## config.mk

```make
export PLATFORM = sky130hd
export DESIGN_NAME = i2c_target
export DESIGN_NICKNAME = d
export VERILOG_FILES = /design/src/rtl/i2c_target.sv
export SDC_FILE = /design/constraint.sdc
export NUM_CORES = 1
export LEC_CHECK = 0
export BUFFER_PORTS_ARGS = -buffer_cell sky130_fd_sc_hd__clkbuf_2
export CORE_ASPECT_RATIO = 2
export CORE_MARGIN = 1.5
export CORE_UTILIZATION = 30
export CTS_CLUSTER_DIAMETER = 200
export DETAILED_ROUTE_END_ITERATION = 10
export GPL_ROUTABILITY_DRIVEN = 0
export GPL_TIMING_DRIVEN = 0
export PLACE_DENSITY = 0.53
export SETUP_SLACK_MARGIN = 0.5
export SKIP_LAST_GASP = 1
export SLEW_MARGIN = 20
export SYNTH_ARGS = -nofsm -noshare
export SYNTH_HDL_FRONTEND = slang
export SYNTH_SLANG_ARGS = --single-unit
```

## constraint.sdc

```tcl
create_clock -name clk -period 2.6 [get_ports clk]
set_clock_uncertainty 0.2 [all_clocks]
set_input_delay 0.52 -clock clk [delete_from_list [all_inputs] [get_ports clk]]
set_output_delay 0.52 -clock clk [all_outputs]
set_load 0.02 [all_outputs]
```

## src/rtl/i2c_target.sv

```systemverilog
// I2C target (slave) with a fixed 7-bit address: byte-wide write capture and read return.
// SCL/SDA are oversampled by clk; all bus timing is derived from synchronized edges.
module i2c_target #(
    parameter logic [6:0] DEV_ADDR = 7'h55
) (
    input  logic       clk,
    input  logic       reset,
    input  logic       scl_in,
    input  logic       sda_in,
    output logic       sda_oe,
    input  logic [7:0] tx_data,
    output logic       tx_req,
    output logic [7:0] rx_data,
    output logic       rx_valid,
    output logic       busy,
    output logic       nack_seen
);

    typedef enum logic [2:0] {
        IDLE, ADDR, ADDR_ACK, WR_DATA, WR_ACK, RD_DATA, RD_ACK, WAIT_STOP
    } state_t;

    logic       scl_s1_q, scl_s2_q, scl_prev_q;
    logic       sda_s1_q, sda_s2_q, sda_prev_q;
    state_t     state_q, state_d;
    logic [7:0] shift_q, shift_d;
    logic [3:0] bit_cnt_q, bit_cnt_d;
    logic       rw_q, rw_d;
    logic       sda_oe_q, sda_oe_d;
    logic       tx_req_q, tx_req_d;
    logic       rx_valid_q, rx_valid_d;
    logic [7:0] rx_data_q, rx_data_d;
    logic       busy_q, busy_d;
    logic       nack_q, nack_d;

    logic scl_rise, scl_fall, start_cond, stop_cond;

    assign scl_rise   = ~scl_prev_q & scl_s2_q;
    assign scl_fall   = scl_prev_q & ~scl_s2_q;
    // SCL must be high on both samples so an SDA move at an SCL edge is never a condition
    assign start_cond = scl_prev_q & scl_s2_q & sda_prev_q & ~sda_s2_q;
    assign stop_cond  = scl_prev_q & scl_s2_q & ~sda_prev_q & sda_s2_q;

    always_comb begin
        state_d    = state_q;
        shift_d    = shift_q;
        bit_cnt_d  = bit_cnt_q;
        rw_d       = rw_q;
        sda_oe_d   = sda_oe_q;
        tx_req_d   = 1'b0;
        rx_valid_d = 1'b0;
        rx_data_d  = rx_data_q;
        busy_d     = busy_q;
        nack_d     = 1'b0;

        if (start_cond) begin
            state_d   = ADDR;
            bit_cnt_d = 4'd0;
            sda_oe_d  = 1'b0;
        end else if (stop_cond) begin
            state_d   = IDLE;
            bit_cnt_d = 4'd0;
            sda_oe_d  = 1'b0;
            busy_d    = 1'b0;
        end else begin
            case (state_q)
                ADDR: begin
                    if (scl_rise && bit_cnt_q != 4'd8) begin
                        shift_d   = {shift_q[6:0], sda_s2_q};
                        bit_cnt_d = bit_cnt_q + 4'd1;
                    end else if (scl_fall && bit_cnt_q == 4'd8) begin
                        rw_d = shift_q[0];
                        if (shift_q[7:1] == DEV_ADDR) begin
                            state_d  = ADDR_ACK;
                            sda_oe_d = 1'b1;
                            busy_d   = 1'b1;
                        end else begin
                            state_d  = WAIT_STOP;
                            sda_oe_d = 1'b0;
                            busy_d   = 1'b0;
                        end
                    end
                end
                ADDR_ACK: begin
                    if (scl_fall) begin
                        bit_cnt_d = 4'd0;
                        if (rw_q) begin
                            state_d  = RD_DATA;
                            shift_d  = tx_data;
                            tx_req_d = 1'b1;
                            sda_oe_d = ~tx_data[7];
                        end else begin
                            state_d  = WR_DATA;
                            sda_oe_d = 1'b0;
                        end
                    end
                end
                WR_DATA: begin
                    if (scl_rise && bit_cnt_q != 4'd8) begin
                        shift_d   = {shift_q[6:0], sda_s2_q};
                        bit_cnt_d = bit_cnt_q + 4'd1;
                    end else if (scl_fall && bit_cnt_q == 4'd8) begin
                        rx_data_d  = shift_q;
                        rx_valid_d = 1'b1;
                        sda_oe_d   = 1'b1;
                        state_d    = WR_ACK;
                    end
                end
                WR_ACK: begin
                    if (scl_fall) begin
                        sda_oe_d  = 1'b0;
                        bit_cnt_d = 4'd0;
                        state_d   = WR_DATA;
                    end
                end
                RD_DATA: begin
                    // bit_cnt counts bits already presented; bit 7 went out on load
                    if (scl_fall) begin
                        if (bit_cnt_q == 4'd7) begin
                            sda_oe_d  = 1'b0;
                            bit_cnt_d = 4'd0;
                            state_d   = RD_ACK;
                        end else begin
                            shift_d   = {shift_q[6:0], 1'b0};
                            sda_oe_d  = ~shift_q[6];
                            bit_cnt_d = bit_cnt_q + 4'd1;
                        end
                    end
                end
                RD_ACK: begin
                    if (scl_rise) begin
                        if (sda_s2_q) begin
                            nack_d   = 1'b1;
                            sda_oe_d = 1'b0;
                            state_d  = WAIT_STOP;
                        end else begin
                            bit_cnt_d = 4'd1;
                        end
                    end else if (scl_fall && bit_cnt_q == 4'd1) begin
                        bit_cnt_d = 4'd0;
                        shift_d   = tx_data;
                        tx_req_d  = 1'b1;
                        sda_oe_d  = ~tx_data[7];
                        state_d   = RD_DATA;
                    end
                end
                default: ;
            endcase
        end
    end

    always_ff @(posedge clk) begin
        if (reset) begin
            scl_s1_q   <= 1'b1;
            scl_s2_q   <= 1'b1;
            scl_prev_q <= 1'b1;
            sda_s1_q   <= 1'b1;
            sda_s2_q   <= 1'b1;
            sda_prev_q <= 1'b1;
            state_q    <= IDLE;
            shift_q    <= 8'h00;
            bit_cnt_q  <= 4'd0;
            rw_q       <= 1'b0;
            sda_oe_q   <= 1'b0;
            tx_req_q   <= 1'b0;
            rx_valid_q <= 1'b0;
            rx_data_q  <= 8'h00;
            busy_q     <= 1'b0;
            nack_q     <= 1'b0;
        end else begin
            scl_s1_q   <= scl_in;
            scl_s2_q   <= scl_s1_q;
            scl_prev_q <= scl_s2_q;
            sda_s1_q   <= sda_in;
            sda_s2_q   <= sda_s1_q;
            sda_prev_q <= sda_s2_q;
            state_q    <= state_d;
            shift_q    <= shift_d;
            bit_cnt_q  <= bit_cnt_d;
            rw_q       <= rw_d;
            sda_oe_q   <= sda_oe_d;
            tx_req_q   <= tx_req_d;
            rx_valid_q <= rx_valid_d;
            rx_data_q  <= rx_data_d;
            busy_q     <= busy_d;
            nack_q     <= nack_d;
        end
    end

    assign sda_oe    = sda_oe_q;
    assign tx_req    = tx_req_q;
    assign rx_valid  = rx_valid_q;
    assign rx_data   = rx_data_q;
    assign busy      = busy_q;
    assign nack_seen = nack_q;

endmodule

```

# Word level (Yosys, flattened, before mapping)

Cells that the tools add are included.

Flip-flop bits (word level): 35
Bits of input ports: 12
Output and inout port bits: 13
Logic and storage cells: 153

Add/subtract/negate cells: 1
Equal/unequal tests: 39
Mux-type cells: 55
Bitwise logic cells: 19
Reductions and logical operators: 22

Operators with widths:

| cell               | count |
|---|---|
| $mux 8             | 7 |
| $mux 3             | 13 |
| $ne 4x4->1 const B | 9 |
| $pmux 8 s4         | 1 |
| $mux 4             | 7 |
| $ne 2x2->1 const B | 13 |
| $mux 1             | 23 |
| $reduce_and 11->1  | 2 |
| $reduce_and 10->1  | 2 |
| $pmux 3 s6         | 1 |
| $pmux 4 s4         | 1 |
| $not 1->1          | 12 |
| $ne 5x5->1 const B | 2 |
| $reduce_and 5->1   | 2 |
| $reduce_or 5->1    | 2 |
| $eq 3x3->1 const B | 3 |
| $ne 3x3->1 const B | 3 |
| $reduce_bool 4->1  | 2 |
| $reduce_bool 8->1  | 1 |
| $and 1x1->1        | 7 |
| $eq 7x7->1 const B | 1 |
| $eq 3x2->1 const B | 2 |
| $pmux 1 s6         | 1 |
| $reduce_and 6->1   | 1 |
| other kinds (13)   | 18 |

# Depth between registers and ports, before layout

Gate-level depths: netlist of the first run.

Word-level depth: 8
Gate-level depth with buffers: 8
Mapped depth without buffers: 7

# Worst setup path before layout of the first run

No wires, ideal clock.

Path kind: reg2reg
Start: register bit_cnt_q[0]
End: register shift_q[6]
Setup time: 0.087 ns
Arrival: 1.937 ns
Data required time: 2.313 ns
Setup slack: 0.376 ns
Cell stages (with the launch flop): 9
Path buffers: 1
Clock period less this slack: 2.224 ns
Path through: dfxtp_1 inv_1 ha_1 and3b_1 or3_1 o21a_2 buf_6 or4_1 o31ai_1

Word-level cells in the longest chain between the ends: 4
Elaborated cells between the ends (all ways): 9
Those cells by class: eq/ne: 6; reduce/logical: 3

Ends and longest elaborated chain:

| what                                               | RTL line    | source |
|---|---|---|
| from (decl)                                        | 27          | `logic [3:0] bit_cnt_q, bit_cnt_d;` |
| from (signal assigned)                             | 179         | `bit_cnt_q <= bit_cnt_d;` |
| $eq 4x1->1 or $ne 4x4->1 (tied branches)           | 139, 68, 99 |  |
| $logic_and 1x1->1, on equally long branches        | 139, 68, 99 |  |
| $ne 2x2->1 (no line) or $ne 2x1->1 (tied branches) | --          |  |
| $reduce_and 10->1 (no line) (*)                    | --          |  |
| to (signal assigned)                               | 178         | `shift_q <= shift_d;` |
| to (decl)                                          | 26          | `logic [7:0] shift_q, shift_d;` |

Every way passes the cells marked *; elsewhere a longest branch is shown, timed or not.
A chain may end at the register's enable or synchronous reset.

# Final worst setup path of the first run

Start: register bit_cnt_q[1]
End: register shift_q[6]

The elaborated chain is that of the path after synthesis.

==> results of run 1 <==
## sequential cells by signal, indices dropped and copies added (netlist names), 3 cells and up
register   count
bit_cnt_q      4
shift_q        8
rx_data        8
state_q        3
## routing by layer
metal,part of all wire,track usage,up-vias
met3,0.025,0.0368,18
met4,0.043,0.100,0
met1,0.35,0.172,842
met5,0,0,-
met2,0.58,0.319,37
li1,-,-,896
## cell usage after synthesis, drive strengths merged (2+ instances only)
| library cell | instances |
|---|---|
| a211oi | 2 |
| a21oi | 13 |
| and3b | 4 |
| buf | 7 |
| clkbuf | 7 |
| dfxtp | 35 |
| ha | 3 |
| inv | 5 |
| mux2i | 14 |
| nand2 | 7 |
| nand2b | 7 |
| nand3 | 5 |
| nand3b | 6 |
| nand4 | 2 |
| nor2 | 23 |
| nor2b | 10 |
| nor3 | 2 |
| o2111ai | 5 |
| o21a | 2 |
| o21ai | 14 |
| o22ai | 2 |
| o31ai | 4 |
| o41ai | 3 |
| or2 | 8 |
| or3 | 2 |
| or4 | 5 |
## how the worst min path moves through the flow
| stage | start | endpoint | slack, ps | cells past startpoint |
|---|---|---|---|---|
| floorplan | scl_s1_q | scl_s2_q | 190 | 1 |
| global placement | scl_s1_q | scl_s2_q | 190 | 1 |
| detailed placement | scl_s1_q | scl_s2_q | 200 | 1 |
| CTS | scl_s1_q | scl_s2_q | 210 | 1 |
| global route | sda_s1_q | sda_s2_q | 220 | 1 |
| finish | scl_s1_q | scl_s2_q | 210 | 1 |
## placed cells by master (no fill, tap or decap), types with 2 or more instances in the layout
cell / netlist / layout
dfxtp_1: 35 / 33
clkbuf_2: 0 / 27
nor2_1: 23 / 22
mux2i_1: 14 / 14
buf_4: 2 / 11
a21oi_1: 13 / 10
nor2b_1: 9 / 9
or2_2: 8 / 8
nand2_1: 7 / 7
nand2b_1: 7 / 7
o21ai_0: 14 / 7
nand3b_1: 6 / 6
nand3_1: 5 / 5
clkbuf_16: 0 / 5
clkbuf_1: 7 / 4
o21ai_1: 0 / 4
o2111ai_1: 5 / 4
buf_2: 1 / 3
and3b_1: 4 / 3
a21oi_2: 0 / 3
inv_1: 5 / 3
or4_4: 0 / 3
o21ai_2: 0 / 3
inv_2: 0 / 2
nor3_2: 0 / 2
or4_1: 5 / 2
o22ai_1: 2 / 2
nand4_1: 2 / 2
o41ai_2: 0 / 2
o31ai_1: 4 / 2
ha_1: 3 / 2
## where the power goes
| group | total, mW | switching (mW) | internal [mW] |
|---|---|---|---|
| logic | 0.163 | 0.0907 | 0.0721 |
| registers | 0.564 | 0.0148 | 0.550 |
| clock network | 0.684 | 0.233 | 0.452 |
## what timing repair did
item | CTS | global route
endpoints found under the setup margin | 24 | 23
gates resized for setup | 26 | 19
setup buffers | 8 | 1
pin swaps | 7 | 3
## layout make-up
cell class / count / area (µm²) / area share
well taps: 84 / 105 / 0.0419
multi-input cells: 167 / 1240 / 0.496
repair buffers: 33 / 188 / 0.0748
clock inverters: 3 / 43.8 / 0.0174
clock buffers: 5 / 125 / 0.0499
inverters: 5 / 18.8 / 0.00748
flip-flops and latches: 35 / 706 / 0.281
plain buffers: 14 / 78.8 / 0.0314
## through the flow
step / area (µm²) / total power, mW / hold WS, ps
3_5_place_dp: 2120 / 0.702 / 196
4_1_cts: 2430 / 1.42 / 210
3_3_place_gp: 2120 / 0.702 / 191
6_report: 2510 / 1.41 / 205
5_1_grt: 2510 / 1.46 / 219
2_1_floorplan: 1900 / 0.660 / 189
## worst max-delay path: cells and delay by family, from the launching register on
kind / cells / cell delay, ps
buffers and inverters: 2 / 190
AOI/OAI and AO/OA: 2 / 200
adders and majority gates: 1 / 150
DFF: 1 / 360
and+or+nand+nor: 3 / 1010
## cells by family after synthesis
family,count (synthesis),synth area share
buf+inv,19,0.0461
simple gates,89,0.272
xor+xnor,2,0.00923
compound gates,59,0.210
fa+ha+maj,3,0.0198
mux,14,0.0738
flops,35,0.369
==> summary.md, run 1 <==
| Metric | Value |
|---|---|
| Outcome | `finished clean` |
| PnR worst setup slack | `396 ps` |
| # IOs | `25` |
| Worst slack, placed | `103 ps` |
| # DRC | `0` |
| DIE WIDTH | `59.2 µm` |
| Setup Viol. Count Final | `0` |
| Async SR Flop Fraction | `0` |
| Highest clock rate | `454 MHz` |
| Slowest CP cell | `or4_4` |
| Period minus WS final | `2200 ps` |
| Via/cell ratio | `5.18` |
| Die Y | `115 µm` |
| Clock Path Buffers | `2` |
| VDD IR-drop max | `429 µV` |
| Static leakage | `1.01 nW` |
| Reg-to-Reg End | `shift_q[6]` |
| Yosys warns | `0` |
| Layout cells sized above 1 | `0.347` |
| Wire length per cell | `15.5 µm` |
| CTS Hold Bufs | `0` |
| Count of cell types in the netlist | `55` |
| Core Util, Final | `0.414` |
| Hold Crit Class | `reg -> reg` |
| Post-synthesis cell area | `1900 µm²` |
| Pre-antenna DRT Iters | `4` |
| Final #Nets | `276` |
| Power density over the cells | `562 nW/µm²` |
| Initial core utilization | `0.313` |
| Syn avg cell area | `8.59 µm²` |
| FF+latch count, synth | `35` |
| Crit path cell chain | `inv_2, ha_4, and3b_2, or3_4, o21a_4, buf_6, or4_4, o31ai_2` |
| Die area | `6840 µm²` |
| DRC violation total after the first TritonRoute iteration | `29` |
| Critical Path Fanout Max | `7` |
| Core area | `6060 µm²` |
| Slew HR | `0.521` |
| Cells after synthesis | `221` |
| CP required | `2600 ps` |
| Syn_nets | `236` |
| Vias in the first global route | `1,823` |
| Worst reg2reg setup slack | `400 ps` |
| Fin Setup TNS | `0 ps` |
| Skew-Pair Late Insertion Delay | `280 ps` |
| Synth area leader | `dfxtp_1` |
| Slew Viols, Final | `0` |
| CP arrival | `2200 ps` |
| Reg2Reg Launch Point | `bit_cnt_q[1]` |
| RSZ-0062 raised after global routing | `yes` |
| Post-Layout Cell Count | `346` |
| GRT overflow | `0` |
| Prevailing post-synth register cell | `dfxtp_1` |
| Rows | `40` |
| Yosys top cell area share | `0.369` |
| Fin crit share | `0.848` |
| Least-Margin Pin Slew | `718 ps` |
| Placed instance count | `329` |
| Critical path launch point | `bit_cnt_q[1]` |
| Synth-to-Final Area Change | `32.2%` |
| TritonCTS clock tree | `built` |
| Final hold violation count | `0` |
| Sequential share of the synthesized area | `0.369` |
| Clk slew on worst S/H paths | `60 ps` |
| Worst Setup Path Type | `reg -> reg` |
| WL final | `5370 µm` |
| Ant. Diodes | `0` |
| Vias | `1,793` |
| Largest net degree at the start of global routing | `13` |
| Total track usage | `0.174` |
| TritonCTS buffer count | `5` |
| CTS Root Cell | `clkbuf_16` |
| Synth area leaders | `dfxtp_1 37%, mux2i_1 7.4%, nor2_1 4.5%` |
| Initial antenna violation count | `0` |
| First-pass GRT wire length | `8980 µm` |
| Max-Cap Viols | `0` |
| Port bufs | `24` |
| CTS Sinks | `35` |
| Final ANT Viol Nets | `0` |
| CP peak stage delay | `410 ps` |
| R2R cell count | `8` |
| End point of the critical path | `shift_q[6]` |
| H-tree Lvls | `2` |
| Number of synthesized flops with an enable pin | `0` |
| Setup crit end kind | `flop` |
| Detailed Place HPWL | `4060 µm` |
| Worst setup SP type | `flop` |
| Fillers | `637` |
Note: power is estimated with default switching activity, not from simulation.
==> run 2: changes to the inputs <==
Settings changed: PLACE_DENSITY 0.53 to 0.55.
Clock period 2.6 ns to 2 ns, I/O delays scaled along.
==> run 2 against run 1 <==
Net effect: the run now ends with negative setup slack left; fmax up 1.4%; die area unchanged; clock-buffer cell count up 2; critical path depth unchanged; first-iteration DRC count up 45%; routed wire length up 3.7%; register-to-register slack worse by 570 ps; non-clock buffer count up 5; clock power up 22%; via count up 2.5%; largest power group unchanged.
==> summary.md, run 2 (synthesis gave the netlist of run 1 again) <==
| Metric | Value |
|---|---|
| Placed inst area | `2140 µm²` |
| CTS Root Cell | `clkbuf_16` |
| Most frequent cells in the layout | `30 x dfxtp_1, 25 x clkbuf_2, 20 x nor2_1, 14 x buf_4, 13 x mux2i_1` |
| Ant. Diodes | `0` |
| CP peak stage delay | `410 ps` |
| GRT overflow | `0` |
| Worst Setup Path Type | `reg -> reg` |
| Critical Path Fanout Max | `7` |
| DIE WIDTH | `59.2 µm` |
| Slew HR | `0.573` |
| Register Area | `709 µm²` |
| Met3 GRT Util | `0.0324` |
| Hold WS | `95.9 ps` |
| Fillers | `605` |
| Core area | `6060 µm²` |
| Detailed Place HPWL | `3990 µm` |
| Clock Path Buffers | `2` |
| # IOs | `25` |
| TritonCTS clock tree | `built` |
| Synth-to-Final Area Change | `42.7%` |
| Vias in the first global route | `1,781` |
| Initial core utilization | `0.313` |
| Fin crit share | `1.09` |
| Wire length per cell | `15.9 µm` |
| Largest net degree at the start of global routing | `12` |
| Final #Nets | `281` |
| Gr busiest metal | `met2` |
| PnR worst setup slack | `-174 ps` |
| CTS Sinks | `35` |
| Power density over the cells | `663 nW/µm²` |
| Total track usage | `0.171` |
| Layout cells sized above 1 | `0.427` |
| # DRC | `0` |
| TritonCTS buffer count | `5` |
| Sw Pwr | `0.450 mW` |
| Setup Viol. Count Final | `13` |
| Hold Crit Class | `in -> reg` |
| Slowest CP cell | `or4_4` |
| Max-Cap Viols | `0` |
| Period minus WS final | `2170 ps` |
| Largest delay share family, worst path | `simple AND/OR/NAND/NOR gates` |
| Die area | `6840 µm²` |
| WP buf/inv | `2` |
| Static leakage | `1.05 nW` |
| GRT met1 Usage | `0.161` |
| Skew-Pair Late Insertion Delay | `280 ps` |
| Gate power share | `0.129` |
| Multi-input gate area | `1360 µm²` |
| Outcome | `finished with violations` |
| Most common cell after layout, fill and taps aside | `dfxtp_1` |
| Initial antenna violation count | `0` |
| Final hold violation count | `0` |
| Failing checks | `negative setup slack` |
| Sw Ratio | `0.251` |
| Internal power | `1.35 mW` |
| Worst setup SP type | `flop` |
| H-tree Lvls | `2` |
| WL final | `5560 µm` |
| CTS Hold Bufs | `0` |
| Via/cell ratio | `5.24` |
| Final instance area | `2710 µm²` |
| Die Y | `115 µm` |
| Flop pwr share | `0.408` |
| RSZ-0062 raised after global routing | `yes` |
| Fin Setup TNS | `-1210 ps` |
| Global Route met2 Usage | `0.322` |
| Clk slew on worst S/H paths | `60 ps` |
| Final ANT Viol Nets | `0` |
| First-pass GRT wire length | `8690 µm` |
| Vias | `1,838` |
| Worst slack, placed | `-412 ps` |
| Rows | `40` |
| Port bufs | `24` |
| Crit path cell chain | `inv_2, ha_4, and3b_2, or3_4, o21a_4, buf_6, or4_4, o31ai_2` |
| Pwr Total | `1.80 mW` |
| DRC violation total after the first TritonRoute iteration | `42` |
| Pre-antenna DRT Iters | `4` |
| Clock share of power | `0.463` |
| Setup crit end kind | `flop` |
| Least-Margin Pin Slew | `634 ps` |
| CP required | `1990 ps` |
| Highest clock rate | `460 MHz` |
| CP arrival | `2170 ps` |
| Slew Viols, Final | `0` |
| VDD IR-drop max | `552 µV` |
[run 2: cell types whose count changed in the layout (fill, tap and decap cells not counted), sizes merged]
| cell | change |
|---|---|
| buf | +8 |
| clkinv | -2 |
| bufinv | -1 |
| clkbuf | -1 |
| clkinvlp | +1 |
[run 2: metal layers]
layer | wire, µm | up-vias
li1 | - | 906
met1 | 1950 | 876
met2 | 3310 | 45
met3 | 148 | 11
met4 | 153 | 0
met5 | 0 | -
[run 2: worst paths after layout]
kind / start / to / slack, ps / depth (start not counted)
min reg2reg: sda_s1_q / sda_s2_q / 200 / 1
max reg2reg: bit_cnt_q[1] / shift_q[6] / -170 / 8
min: scl_in / scl_s1_q / 100 / 2
max: bit_cnt_q[1] / shift_q[6] / -170 / 8
[run 2: through the flow]
stage,util,std cells
floorplan,-,221
global placement,0.354,329
detailed placement,0.354,329
CTS,0.419,348
global route,0.447,351
finish,0.447,351
[run 2: layout make-up]
class / instances / share of cell area
buffer: 14 / 0.0425
inverter: 5 / 0.00785
sequential: 35 / 0.262
clock inverter: 1 / 0.00277
timing repair buffer: 38 / 0.0873
multi-input combinational: 167 / 0.503
tap: 84 / 0.0388
clock buffer: 7 / 0.0564
[run 2: worst reg2reg max path, cell delays in order (launching register included)]
cell and delay, ps:
dfxtp_2 360, inv_2 60, ha_4 150, and3b_2 230, or3_4 340, o21a_4 130
buf_6 130, or4_4 410, o31ai_2 70
[run 2: repair_timing]
item / 4_1_cts / 5_1_grt
setup buffers: 11 / 3
endpoints found under the setup margin: 29 / 28
resized for setup: 41 / 43
pin swaps: 11 / 10
[run 2: power groups by stage]
| stage | Combinational, mW | Clock, mW | Sequential (mW) |
|---|---|---|---|
| global placement | 0.163 | 0 | 0.749 |
| CTS | 0.209 | 0.854 | 0.733 |
| finish | 0.232 | 0.832 | 0.734 |
| floorplan | 0.118 | 0 | 0.741 |
| detailed placement | 0.165 | 0 | 0.749 |
| global route | 0.254 | 0.879 | 0.736 |
==> run 3: changes to the inputs <==
Settings changed: CTS_BUF_LIST set to sky130_fd_sc_hd__clkbuf_4 sky130_fd_sc_hd__clkbuf_8.
==> run 3 against run 2 <==
Net effect: the run still ends with negative setup slack left; combinational power barely moved; sequential cell count unchanged; die area is the same; sequential power is essentially flat; register-to-register slack hardly changed; via count fell by 1.3%; routed wire length down 0.11%; non-clock buffer count unchanged; global-route usage decreased by 0.11 points; final cell count unchanged; largest cell class unchanged; highest routed layer unchanged.
==> summary.md, run 3 (synthesis gave the netlist of run 1 again) <==
| Metric | Value |
|---|---|
| Most common cell after layout, fill and taps aside | `dfxtp_1` |
| Synth-to-Final Area Change | `39.5%` |
| Static leakage | `1.03 nW` |
| Ant. Diodes | `0` |
| Total track usage | `0.170` |
| Pwr Total | `1.56 mW` |
| Detailed Place HPWL | `3990 µm` |
| Rows | `40` |
| Least-Margin Pin Slew | `639 ps` |
| Hold Crit Class | `in -> reg` |
| DIE WIDTH | `59.2 µm` |
| Slew Viols, Final | `0` |
| Clk slew on worst S/H paths | `80 ps` |
| Clock Path Buffers | `2` |
| Most frequent cells in the layout | `29 x dfxtp_1, 25 x clkbuf_2, 20 x nor2_1, 13 x mux2i_1, 12 x a21oi_1` |
| Initial antenna violation count | `0` |
| Largest net degree at the start of global routing | `12` |
| Worst setup SP type | `flop` |
| Setup crit end kind | `flop` |
| Pre-antenna DRT Iters | `4` |
| Core Util, Final | `0.437` |
| CP peak stage delay | `420 ps` |
| Highest clock rate | `461 MHz` |
| TritonCTS buffer count | `5` |
| Slew HR | `0.570` |
| TritonCTS clock tree | `built` |
| Final ANT Viol Nets | `0` |
| Crit path cell chain | `inv_4, ha_4, and3b_2, or3_4, o21a_4, buf_6, or4_4, o31ai_2` |
| Critical Path Fanout Max | `7` |
| Slowest CP cell | `or4_4` |
| Via/cell ratio | `5.17` |
| RSZ-0062 raised after global routing | `yes` |
| Initial core utilization | `0.313` |
| # IOs | `25` |
| Fillers | `617` |
| Final #Nets | `281` |
| Setup Viol. Count Final | `13` |
| Core area | `6060 µm²` |
| VDD IR-drop max | `436 µV` |
| Die area | `6840 µm²` |
| First-pass GRT wire length | `8720 µm` |
| Port bufs | `24` |
| PnR worst setup slack | `-170 ps` |
| CTS Sinks | `35` |
| Die Y | `115 µm` |
| Outcome | `finished with violations` |
| CP arrival | `2180 ps` |
| # DRC | `0` |
| Vias | `1,814` |
| Power density over the cells | `588 nW/µm²` |
| Max-Cap Viols | `0` |
| CTS Root Cell | `clkbuf_8` |
| Final hold violation count | `0` |
| GRT overflow | `0` |
| Fin crit share | `1.09` |
| Failing checks | `negative setup slack` |
| Worst Setup Path Type | `reg -> reg` |
| Wire length per cell | `15.8 µm` |
| Vias in the first global route | `1,786` |
| Layout cells sized above 1 | `0.423` |
| WL final | `5560 µm` |
| CP required | `2010 ps` |
| Skew-Pair Late Insertion Delay | `300 ps` |
| DRC violation total after the first TritonRoute iteration | `33` |
| H-tree Lvls | `2` |
| Period minus WS final | `2170 ps` |
-- run 3: where the power goes --
group          internal, mW  switching, mW  leakage [nW]
sequential            0.712         0.0188         0.285
combinational         0.105          0.131         0.694
clock                 0.313          0.275        0.0505
total                  1.13          0.425          1.03
-- run 3: routing by layer --
layer / track usage / up-vias / routed length [µm]
met1: 0.161 / 860 / 1970
met2: 0.326 / 39 / 3310
met3: 0.0257 / 13 / 120
met5: 0 / - / 0
met4: 0.0955 / 0 / 154
li1: - / 902 / -
-- run 3: stage by stage --
step	cells	setup WS, ps	hold WS, ps	TNS [ps]	cell area [µm²]
finish	351	-170	77.3	-1170	2650
global route	351	-217	83.8	-1890	2650
CTS	348	-199	69.7	-1510	2480
detailed placement	329	-412	193	-3360	2140
global placement	329	-389	194	-3320	2140
floorplan	221	-115	189	-356	1920
-- run 3: final timing paths --
path                 from    endpoint  slack [ps]  depth (start not counted)
max          bit_cnt_q[0]  shift_q[6]        -170                          8
min                scl_in    scl_s1_q          80                          2
max reg2reg  bit_cnt_q[0]  shift_q[6]        -170                          8
min reg2reg      sda_s1_q    sda_s2_q         200                          1
-- run 3: critical path, delay by kind of cell, from the launching register on --
kind                     cells  cell delay, ps
adder cells (fa/ha/maj)      1             140
AND/OR/NAND/NOR              3             980
flip-flops                   1             380
buffers and inverters        2             170
AO/OA/AOI/OAI                2             200
-- run 3: what timing repair did --
| item | 4_1_cts | 5_1_grt |
|---|---|---|
| endpoints found under the hold margin | 0 | 0 |
| resized for setup | 41 | 43 |
| pin swaps | 11 | 10 |
| endpoints found under the setup margin | 29 | 28 |
| hold buffers | 0 | 0 |
| buffers inserted | 11 | 3 |
-- run 3: cell type report --
cell class / count / area, µm² / area share
Tap cell: 84 / 105 / 0.0397
Sequential cell: 35 / 713 / 0.269
Clock buffer: 7 / 96.3 / 0.0364
Inverter: 5 / 23.8 / 0.00898
Clock inverter: 1 / 7.51 / 0.00284
Multi-Input combinational cell: 167 / 1340 / 0.507
Timing Repair Buffer: 38 / 240 / 0.0907
Buffer: 14 / 119 / 0.0449
